### src/rtl/aes_out_serializer.sv
// AES result serializer: captures a 128-bit block and hands it
// out one 32-bit word per host read through a tri-state buffer.
module aes_out_serializer #(
  parameter bit MSW_FIRST = 1'b1
) (
  input  logic         clk,
  input  logic         rst_n,
  input  logic         load,
  input  logic [127:0] data_in,
  input  logic         rd,
  input  logic         clr_ovr,
  output logic [31:0]  bus_word,
  output logic         cs,
  output logic         busy,
  output logic         overrun
);

  typedef enum logic [1:0] {
    IDLE  = 2'd0,
    HOLD  = 2'd1,
    DRIVE = 2'd2
  } state_t;

  state_t       state;
  state_t       state_nxt;
  logic [1:0]   idx;
  logic [1:0]   idx_nxt;
  logic [127:0] hold;
  logic [127:0] hold_nxt;
  logic         ovr_nxt;
  logic [31:0]  sel;

  // State, word index, holding register and sticky overrun flag.
  always_ff @(posedge clk or negedge rst_n) begin
    if (!rst_n) begin
      state   <= IDLE;
      idx     <= 2'd0;
      hold    <= '0;
      overrun <= 1'b0;
    end else begin
      state   <= state_nxt;
      idx     <= idx_nxt;
      hold    <= hold_nxt;
      overrun <= ovr_nxt;
    end
  end

  // Next-state logic; a rejected load beats a simultaneous clear.
  always_comb begin
    state_nxt = state;
    idx_nxt   = idx;
    hold_nxt  = hold;
    ovr_nxt   = overrun;
    if (clr_ovr) ovr_nxt = 1'b0;
    unique case (state)
      IDLE: begin
        if (load) begin
          hold_nxt  = data_in;
          idx_nxt   = 2'd0;
          state_nxt = HOLD;
        end
      end
      HOLD: begin
        if (load) ovr_nxt = 1'b1;
        if (rd) state_nxt = DRIVE;
      end
      DRIVE: begin
        if (idx == 2'd3) begin
          // Last word: the slot is free again, so a load is accepted.
          idx_nxt = 2'd0;
          if (load) begin
            hold_nxt  = data_in;
            state_nxt = HOLD;
          end else begin
            state_nxt = IDLE;
          end
        end else begin
          idx_nxt   = idx + 2'd1;
          if (load) ovr_nxt = 1'b1;
          state_nxt = rd ? DRIVE : HOLD;
        end
      end
      default: begin
        state_nxt = IDLE;
        idx_nxt   = 2'd0;
      end
    endcase
  end

  // Word selection for the current index in the configured order.
  always_comb begin
    sel = '0;
    unique case (idx)
      2'd0: sel = MSW_FIRST ? hold[127:96] : hold[31:0];
      2'd1: sel = MSW_FIRST ? hold[95:64]  : hold[63:32];
      2'd2: sel = MSW_FIRST ? hold[63:32]  : hold[95:64];
      2'd3: sel = MSW_FIRST ? hold[31:0]   : hold[127:96];
      default: sel = '0;
    endcase
  end

  // Outputs decode from registered state only, so they hold steady all cycle.
  always_comb begin
    cs       = (state == DRIVE);
    busy     = (state != IDLE);
    bus_word = cs ? sel : 32'h0;
  end

endmodule

### config.mk
export PLATFORM = sky130hd
export DESIGN_NAME = aes_out_serializer
export DESIGN_NICKNAME = d
export VERILOG_FILES = /design/src/rtl/aes_out_serializer.sv
export SDC_FILE = /design/constraint.sdc
export NUM_CORES = 1
export LEC_CHECK = 0
export CELL_PAD_IN_SITES_DETAIL_PLACEMENT = 0
export CELL_PAD_IN_SITES_GLOBAL_PLACEMENT = 1
export CORE_ASPECT_RATIO = 1.1
export CORE_MARGIN = 2
export CORE_UTILIZATION = 25
export CTS_BUF_LIST = sky130_fd_sc_hd__clkbuf_2
export DETAILED_ROUTE_END_ITERATION = 10
export PLACE_DENSITY_LB_ADDON = 0.1
export SLEW_MARGIN = 15
export SYNTH_ARGS = -nofsm -noshare
export SYNTH_HDL_FRONTEND = slang
export SYNTH_SLANG_ARGS = --single-unit
export TNS_END_PERCENT = 20
### constraint.sdc
create_clock -name clk -period 2.9 [get_ports clk]
set_clock_uncertainty 0.2 [all_clocks]
set_input_delay 0.58 -clock clk [delete_from_list [all_inputs] [get_ports clk]]
set_output_delay 0.58 -clock clk [all_outputs]
set_load 0.005 [all_outputs]
## Yosys cells after proc, flatten, opt, wreduce, memory -nomap -nowiden

Cells that the tools add are included.

- Add/sub/neg operators: 1
- Equality and inequality tests: 8
- Mux-type cells: 18
- Bitwise gates (word level): 1
- Reduce and logical (&&, ||, !) cells: 7

Operators by type and width:

| kind | count |
|---|---|
| 128-bit 2-to-1 mux | 2 |
| 128-bit case mux with 2 select lines | 1 |
| 32-bit case mux with 4 select lines | 1 |
| 32-bit 2-to-1 mux | 1 |
| 2-bit 2-to-1 mux | 6 |
| 2-bit case mux with 3 select lines | 2 |
| 2-bit == test, second input constant | 3 |
| 2-bit AND reduction | 3 |
| 2-bit by 1-bit == test with 1-bit output, second input constant | 2 |
| 2-bit zero test | 2 |
| 1-bit 2-to-1 mux | 4 |
| 2-bit inequality test, second input constant | 2 |
| 2-bit nonzero test | 2 |
| 2-bit by 1-bit adder with 2-bit output, second input constant | 1 |
| 2-bit by 1-bit inequality test with 1-bit output, second input constant | 1 |
| 1-bit case mux with 2 select lines | 1 |
| 1-bit NOT | 1 |

- Flip-flop bits (word level): 133
- Bits of input ports: 133
- Output and inout port bits: 35
- Word-level logic and storage cells: 39

## Logic depth before layout (Yosys ltp)

Gate-level depths: netlist (run 1).

- Word-level depth: 4
- Gate-level depth with buffers: 8
- Gate-level depth less buffers: 5

## Least setup slack after synthesis (run 1)

OpenSTA, ideal clock, no wires.

- Path kind: register -> output
- Start point: register idx[0]
- End point: output bus_word[10]
- Data arrival time: 1.390 ns
- Path slack: 0.730 ns
- Stages on the path, launching flop included: 6
- Buffers on the path: 2
- Cell sequence: dfrtp_1 > ha_1 > clkbuf_1 > clkbuf_1 > a222oi_1 > a21oi_1

- Longest elaborated chain between the ends: 3

Ends and longest elaborated chain:

| element | RTL line | text |
|---|---|---|
| start, declared | 26 | `logic [1:0] idx;` |
| start signal, assigned | 42 | `idx <= idx_nxt;` |
| 2-bit == test, or another cell as far along | 93 | `unique case (idx)` |
| 32-bit case mux with 4 select lines * | 93 |  |
| 32-bit 2-to-1 mux * | 106 | `bus_word = cs ? sel : 32'h0;` |
| end, declared | 12 | `output logic [31:0] bus_word,` |

Every way passes the cells marked *; elsewhere a longest branch is shown, timed or not.

## Worst setup path in the final report (run 1)

- Start point: register idx[0]
- End point: output bus_word[17]

The elaborated chain is that of the path after synthesis.

==> reports/qor.yml, run 1 <==
cts:
  clk-insertion-delay-late_ps: 650
  cts_buffers: 17
  clock-root-buffer: "clkbuf_2"
  clkSinkCount: 133
  htree_levels: 4
  cts_tree: "built"
  clkTransAtPathRegs_ps: 210
  clockBufferDepth: 2
sta:
  rsz0062_at_grt: "true"
  tightest_slew_ps: 553.9
  slew_headroom_pct: 63.07
  timing.final.crit_share_pct: 105.7
  maxSlewViolCount: 0
  min_period_ps: 3066
  setup_viol: 32
  setup_slack_ps: -166.4
  clock.fmax_ghz: 0.3261
  finalHoldViolCount: 0
synth:
  ys_top_cells_by_count: "dfrtp_1, mux2_4, a21oi_1, a222oi_1, o21ai_0"
  avgSynthCellArea_um2: 15.11
  synthCells: 430
  synth-seq-area-share_pct: 51.21
  ys_ff_latch: 133
  synthesis.area_um2: 6499
  synthDominantCellAreaShare_pct: 51.21
  yosysUniqueCellTypes: 27
  synth.top_cells.by_area: "dfrtp_1, mux2_4, a222oi_1"
  synthArstFlopShare_pct: 100.0
  yosysMostFrequentCell: "dfrtp_1"
  synth_edf_count: 0
  ys_warn_count: 0
  ys.flop_type: "dfrtp_1"
  synth_top_area_cell: "dfrtp_1"
  synth_fp_nets: 571
global_route:
  gr-total-overflow: 0
  grt_pass1_wl_um: 29610
  groute.usage.overall_pct: 14.55
  antenna_found_initial: 2
  grt_pass1_vias: 4828
  grt_max_degree: 54
worst_setup_path:
  crit_start: "idx[0]"
  cp-end-kind: "primary output"
  setup.worst_path.start_class: "register"
  crit_family: "buffers and inverters"
  cp_common_cell: "buf_6"
  path_class: "register to primary output"
  worstSetupEndpoint: "bus_word[17]"
  cpMaxStageDelayCell: "dfrtp_1"
  required_ps: 2120
  cp_max_fo: 8
  ff2ff_path_depth: 8
  crit_chain: "buf_6 > ha_4 > buf_4 > buf_6 > a222oi_1 > a21oi_1 > buf_2"
  r2r_end: "hold[1]"
  cp.depth: 7
  r2r-start: "idx[0]"
  critPathArrivalTime_ps: 2290
  crit_path_max_incr_delay_ps: 450
  r2r_slack_ps: 340
  cp_num_buf_inv: 4
route:
  ant_nets: 0
  viasPerCell: 4.461
  drt_wl_total_um: 19310
  drt-wirelength-per-cell_um: 19.76
  vias: 4358
  drt-initial-drc-count: 242
  drcViolationCount: 0
  drt_first_pass_iters: 6
power:
  totalPowerFinal_mw: 8.902
  max-vdd-ir-drop_mv: 0.3110
  p_leak_nw: 4.078
  power.density_nw_per_um2: 994.1
cells_and_area:
  area_delta_synth_final_pct: 37.79
  nets: 759
  drive_above_1_share_pct: 36.83
floorplan:
  io_pins: 168
  die_height_um: 173.1
  initial_utilization_pct: 25.57
  die_w_um: 157.7
  die_area_um2: 27300
  core_region_area_um2: 25420
  row_count: 61
status:
  violations: "negative setup slack"
  outcome: "complete, but fails checks"
place:
  hpwl_um: 12940
  post-place-ws_ps: 201.0
  io_buffers: 167
  gp_congestion: 0.7473
job:
  maxCapViolations: 0
min_path:
  hold_path_class: "primary input to async pin"
[kinds of logic (layout without fill, tap and decap cells)]
logic type	Yosys count	count (layout)	share of synthesized area [%]
AO/OA/AOI/OAI	103	103	10.63
AND/OR/NAND/NOR	13	13	1.213
multiplexers	131	131	29.65
adder cells (fa/ha/maj)	8	8	1.540
buffers and inverters	42	242	5.757
other	0	1	0
flip-flops	133	133	51.21
[area by class of cell]
type                       instances  area [um^2]
timing repair buffer             203         2046
multi-input combinational        255         2880
antenna                            1        2.502
fill                            2462        16460
clock inverter                    13        135.1
clock buffer                      18        90.09
sequential                       133         3328
tap                              346        432.9
inverter                           8        40.04
[routing by layer]
layer	track usage, %	routed length (um)	vias to the layer above
met4	3.409	214	2
li1	-	-	2003
met3	4.135	1101	12
met1	19.58	8533	2197
met2	23.08	9443	144
met5	0	13	-
[state kept, by name (all words and copies together) (netlist names)]
name / cells
hold: 128
idx: 2
overrun: 1
state: 2
[power breakdown]
group	internal, mW	leakage, nW	switching, mW
Sequential	2.80	1.57	0.578
Combinational	2.68	2.38	1.74
Clock	0.390	0.131	0.714
[timing repair]
action                                  in CTS  in global routing
cloned                                       4                  0
pin swaps                                   54                 27
hold endpoints to repair                    51                  0
setup buffers                               10                  1
hold buffers                                 1                  0
endpoints found under the setup margin      34                 32
resized for setup                          113                 27
[metrics by stage]
step	hold WS [ps]	TNS [ps]	utilization [%]	instance area [um^2]	instances
floorplan	84.41	0	-	6499	430
global placement	272.8	0	33.66	8554	929
detailed placement	275.6	0	33.66	8554	929
CTS	146.8	-8024	35.60	9047	975
global route	123.2	-9606	35.23	8955	977
finish	200.4	-3001	35.23	8955	977
[cell usage in the layout (no fill, tap or decap), types with 3 or more instances in the layout]
master / n
clkdlybuf4s50_1: 132
a21oi_2: 6
buf_4: 13
inv_1: 4
clkinvlp_4: 3
buf_2: 9
ha_1: 3
ha_4: 4
o21ai_0: 21
buf_6: 7
clkinv_4: 3
buf_12: 10
mux2_1: 8
nor2b_1: 4
a21oi_1: 27
a222oi_1: 32
mux2_4: 121
clkbuf_2: 39
dfrtp_1: 133
o21ai_1: 12
[worst min path at each step]
stage               from        end  slack [ps]
2_1_floorplan      rst_n    hold[0]          80
3_3_place_gp   hold[127]  hold[127]         270
3_5_place_dp   hold[107]  hold[107]         280
4_1_cts            rst_n   hold[10]         150
5_1_grt            rst_n   hold[10]         120
6_report           rst_n   hold[10]         200
(Power assumes the default switching activity.)
==> run 2: changes to the inputs <==
--- a/config.mk
+++ b/config.mk
@@ -10,3 +10,2 @@
 export CORE_ASPECT_RATIO = 1.1
-export CORE_MARGIN = 2
 export CORE_UTILIZATION = 25
==> constraint.sdc (replaced) <==
create_clock -name clk -period 2.9 [get_ports clk]
set_clock_uncertainty 0.2 [all_clocks]
set_input_delay 0.29 -clock clk [delete_from_list [all_inputs] [get_ports clk]]
set_output_delay 0.29 -clock clk [all_outputs]
set_load 0.005 [all_outputs]
==> run 2 against run 1 <==
Net effect:
- the flow now finishes without violations
- setup slack gained 250 ps
- first-iteration DRC count grew 21%
- cell count grew 13%
- design area grew 16%
- sequential power is essentially flat
- die area shrank 2.4%
- hold slack lost 65 ps
- non-clock buffer count grew 127
- clock-buffer cell count grew 1
- sequential share of layout area shrank 5.1 points
- critical path type unchanged
==> reports/qor.yml, run 2 (same netlist as run 1, synthesis figures left out) <==
status:
  outcome: "completed"
cts:
  cts_buffers: 17  # unchanged
  htree_levels: 4  # unchanged
  clkTransAtPathRegs_ps: 200  # about the same
  clk-insertion-delay-late_ps: 660  # about the same
  clock-root-buffer: "clkbuf_2"
  clockBufferDepth: 2  # unchanged
  cts_tree: "built"
  clkSinkCount: 133  # unchanged
cells_and_area:
  nets: 886  # +17%
  layout_common_cells: "clkdlybuf4s50_1, dfrtp_1, dlygate4sd3_1, mux2_4, a222oi_1"
  area_delta_synth_final_pct: 59.93
  largest_registers: "hold x128, idx x2, state x2"
  final_common_cell: "clkdlybuf4s50_1"
  drive_above_1_share_pct: 27.74  # -9.1 points
  stdcell_area_um2: 10390  # +16%
  largest_reg_flops: 128  # unchanged
  regMostFlops: "hold"
worst_setup_path:
  crit_family: "compound AO/OA/AOI/OAI gates"
  setup.worst_path.start_class: "register"
  path_class: "register to primary output"
  required_ps: 2410  # +290 ps
  cp_num_buf_inv: 2  # -2
  cp-end-kind: "primary output"
  crit_path_max_incr_delay_ps: 480  # +30 ps
  critPathArrivalTime_ps: 2330  # +40 ps
  crit_chain: "ha_2 > buf_12 > a222oi_1 > a21oi_1 > clkdlybuf4s15_1"
  cpMaxStageDelayCell: "dfrtp_2"
  cp_max_fo: 23  # +15
global_route:
  groute.usage.overall_pct: 15.04  # +0.49 points
  grt_pass1_vias: 5197  # +7.6%
  gr-total-overflow: 0  # unchanged
  grt_pass1_wl_um: 29750  # +0.47%
  antenna_found_initial: 1  # -1
  grt_max_degree: 63  # +17%
sta:
  timing.final.crit_share_pct: 97.22  # -8.5 points
  clock.fmax_ghz: 0.3547  # +8.8%
  finalHoldViolCount: 0  # unchanged
  maxSlewViolCount: 0  # unchanged
  setup_slack_ps: 80.49  # +246.9 ps
  setup_viol: 0  # -100%
  tightest_slew_ps: 437.5  # -116.4 ps
  whs_ps: 135.3  # -65.05 ps
  rsz0062_at_grt: "true"
  slew_headroom_pct: 70.84  # +7.8 points
  min_period_ps: 2820  # -246.9 ps
route:
  vias: 4815  # +10%
  ant_nets: 0  # unchanged
  drt-initial-drc-count: 293  # +21%
  drt_first_pass_iters: 6  # unchanged
  drcViolationCount: 0  # unchanged
  viasPerCell: 4.357  # -2.3%
  drt_wl_total_um: 19580  # +1.4%
  drt-wirelength-per-cell_um: 17.72  # -10%
power:
  power.density_nw_per_um2: 883.4  # -11%
  p_leak_nw: 4.696  # +15%
  totalPowerFinal_mw: 9.182  # +3.1%
  max-vdd-ir-drop_mv: 0.3376  # +8.5%
job:
  maxCapViolations: 0  # unchanged
place:
  gp_congestion: 0.7193  # -3.7%
  hpwl_um: 12570  # -2.9%
  placed_area_um2: 8529  # -0.29%
  post-place-ws_ps: 265.8  # +64.79 ps
  io_buffers: 167  # unchanged
floorplan:
  initial_utilization_pct: 25.57  # unchanged
  die_area_um2: 26640  # -2.4%
  die_height_um: 171.1  # -1.2%
  die_w_um: 155.7  # -1.3%
  core_region_area_um2: 25420  # unchanged
  row_count: 61  # unchanged
  io_pins: 168  # unchanged
min_path:
  hold_path_class: "primary input to register"
-- run 2: cell types whose count changed in the layout (fill, tap and decap cells not counted), sizes merged --
cell / previous run / this run
dlygate4sd2: 2 / 19
clkdlybuf4s50: 132 / 134
buf: 43 / 32
clkbuf: 39 / 20
dlygate4sd3: 1 / 130
diode: 1 / 2
clkinv: 7 / 6
clkdlybuf4s15: 2 / 10
dlymetal6s2s: 0 / 2
-- run 2: per-stage QoR --
step	TNS [ps]	instances	util (%)
2_1_floorplan	0	430	-
3_3_place_gp	0	929	33.56
3_5_place_dp	0	929	33.56
4_1_cts	-540.5	1098	40.55
5_1_grt	-2192	1105	40.89
6_report	0	1105	40.89
-- run 2: report_power, final --
part           total [mW]  internal, mW  leakage [nW]  switching (mW)
clock network        1.12         0.397         0.136           0.720
registers            3.36          2.80          1.57           0.561
logic                4.70          2.92          2.99            1.78
-- run 2: worst reg2reg max path, stage by stage (launching register included) --
cell     delay, ps
dfrtp_1        430
inv_1          150
ha_4           240
buf_12         140
buf_4          110
mux2_4         320
nand2_8        260
buf_12         280
mux2_1         340
-- run 2: final cells by class --
class / count / area [um^2]
Multi-Input combinational cell: 255 / 2887
Tap cell: 346 / 432.9
Inverter: 8 / 32.53
Sequential cell: 133 / 3329
Timing Repair Buffer: 330 / 3480
Antenna cell: 2 / 5.005
Fill cell: 2387 / 15020
Clock inverter: 12 / 132.6
Clock buffer: 19 / 95.09
-- run 2: path summary, 6_finish.rpt --
check	start	to	slack [ps]	cells after the start
worst min-delay path	data_in[70]	hold[70]	140	2
worst max-delay path	idx[0]	bus_word[30]	80	5
max in group asynchronous	rst_n	hold[114]	1560	4
min in group asynchronous	rst_n	hold[72]	500	4
worst max register to register	state[0]	hold[106]	330	8
worst min register to register	hold[127]	hold[127]	310	1
-- run 2: layer usage --
metal / part of all wire, % / global-route usage [%] / routed length, um / vias up
li1: - / - / - / 2263
met1: 46 / 19.83 / 9102 / 2411
met2: 49 / 24.66 / 9538 / 128
met3: 3.6 / 2.964 / 706 / 13
met4: 1.2 / 4.859 / 228 / 0
met5: 0 / 0 / 0 / -
-- run 2: what timing repair did --
action,4_1_cts,5_1_grt
hold buffers,127,4
endpoints found under the setup margin,33,33
setup buffers,9,0
gates cloned,2,1
pin swaps,35,15
hold endpoints to repair,257,4
gates resized for setup,71,10
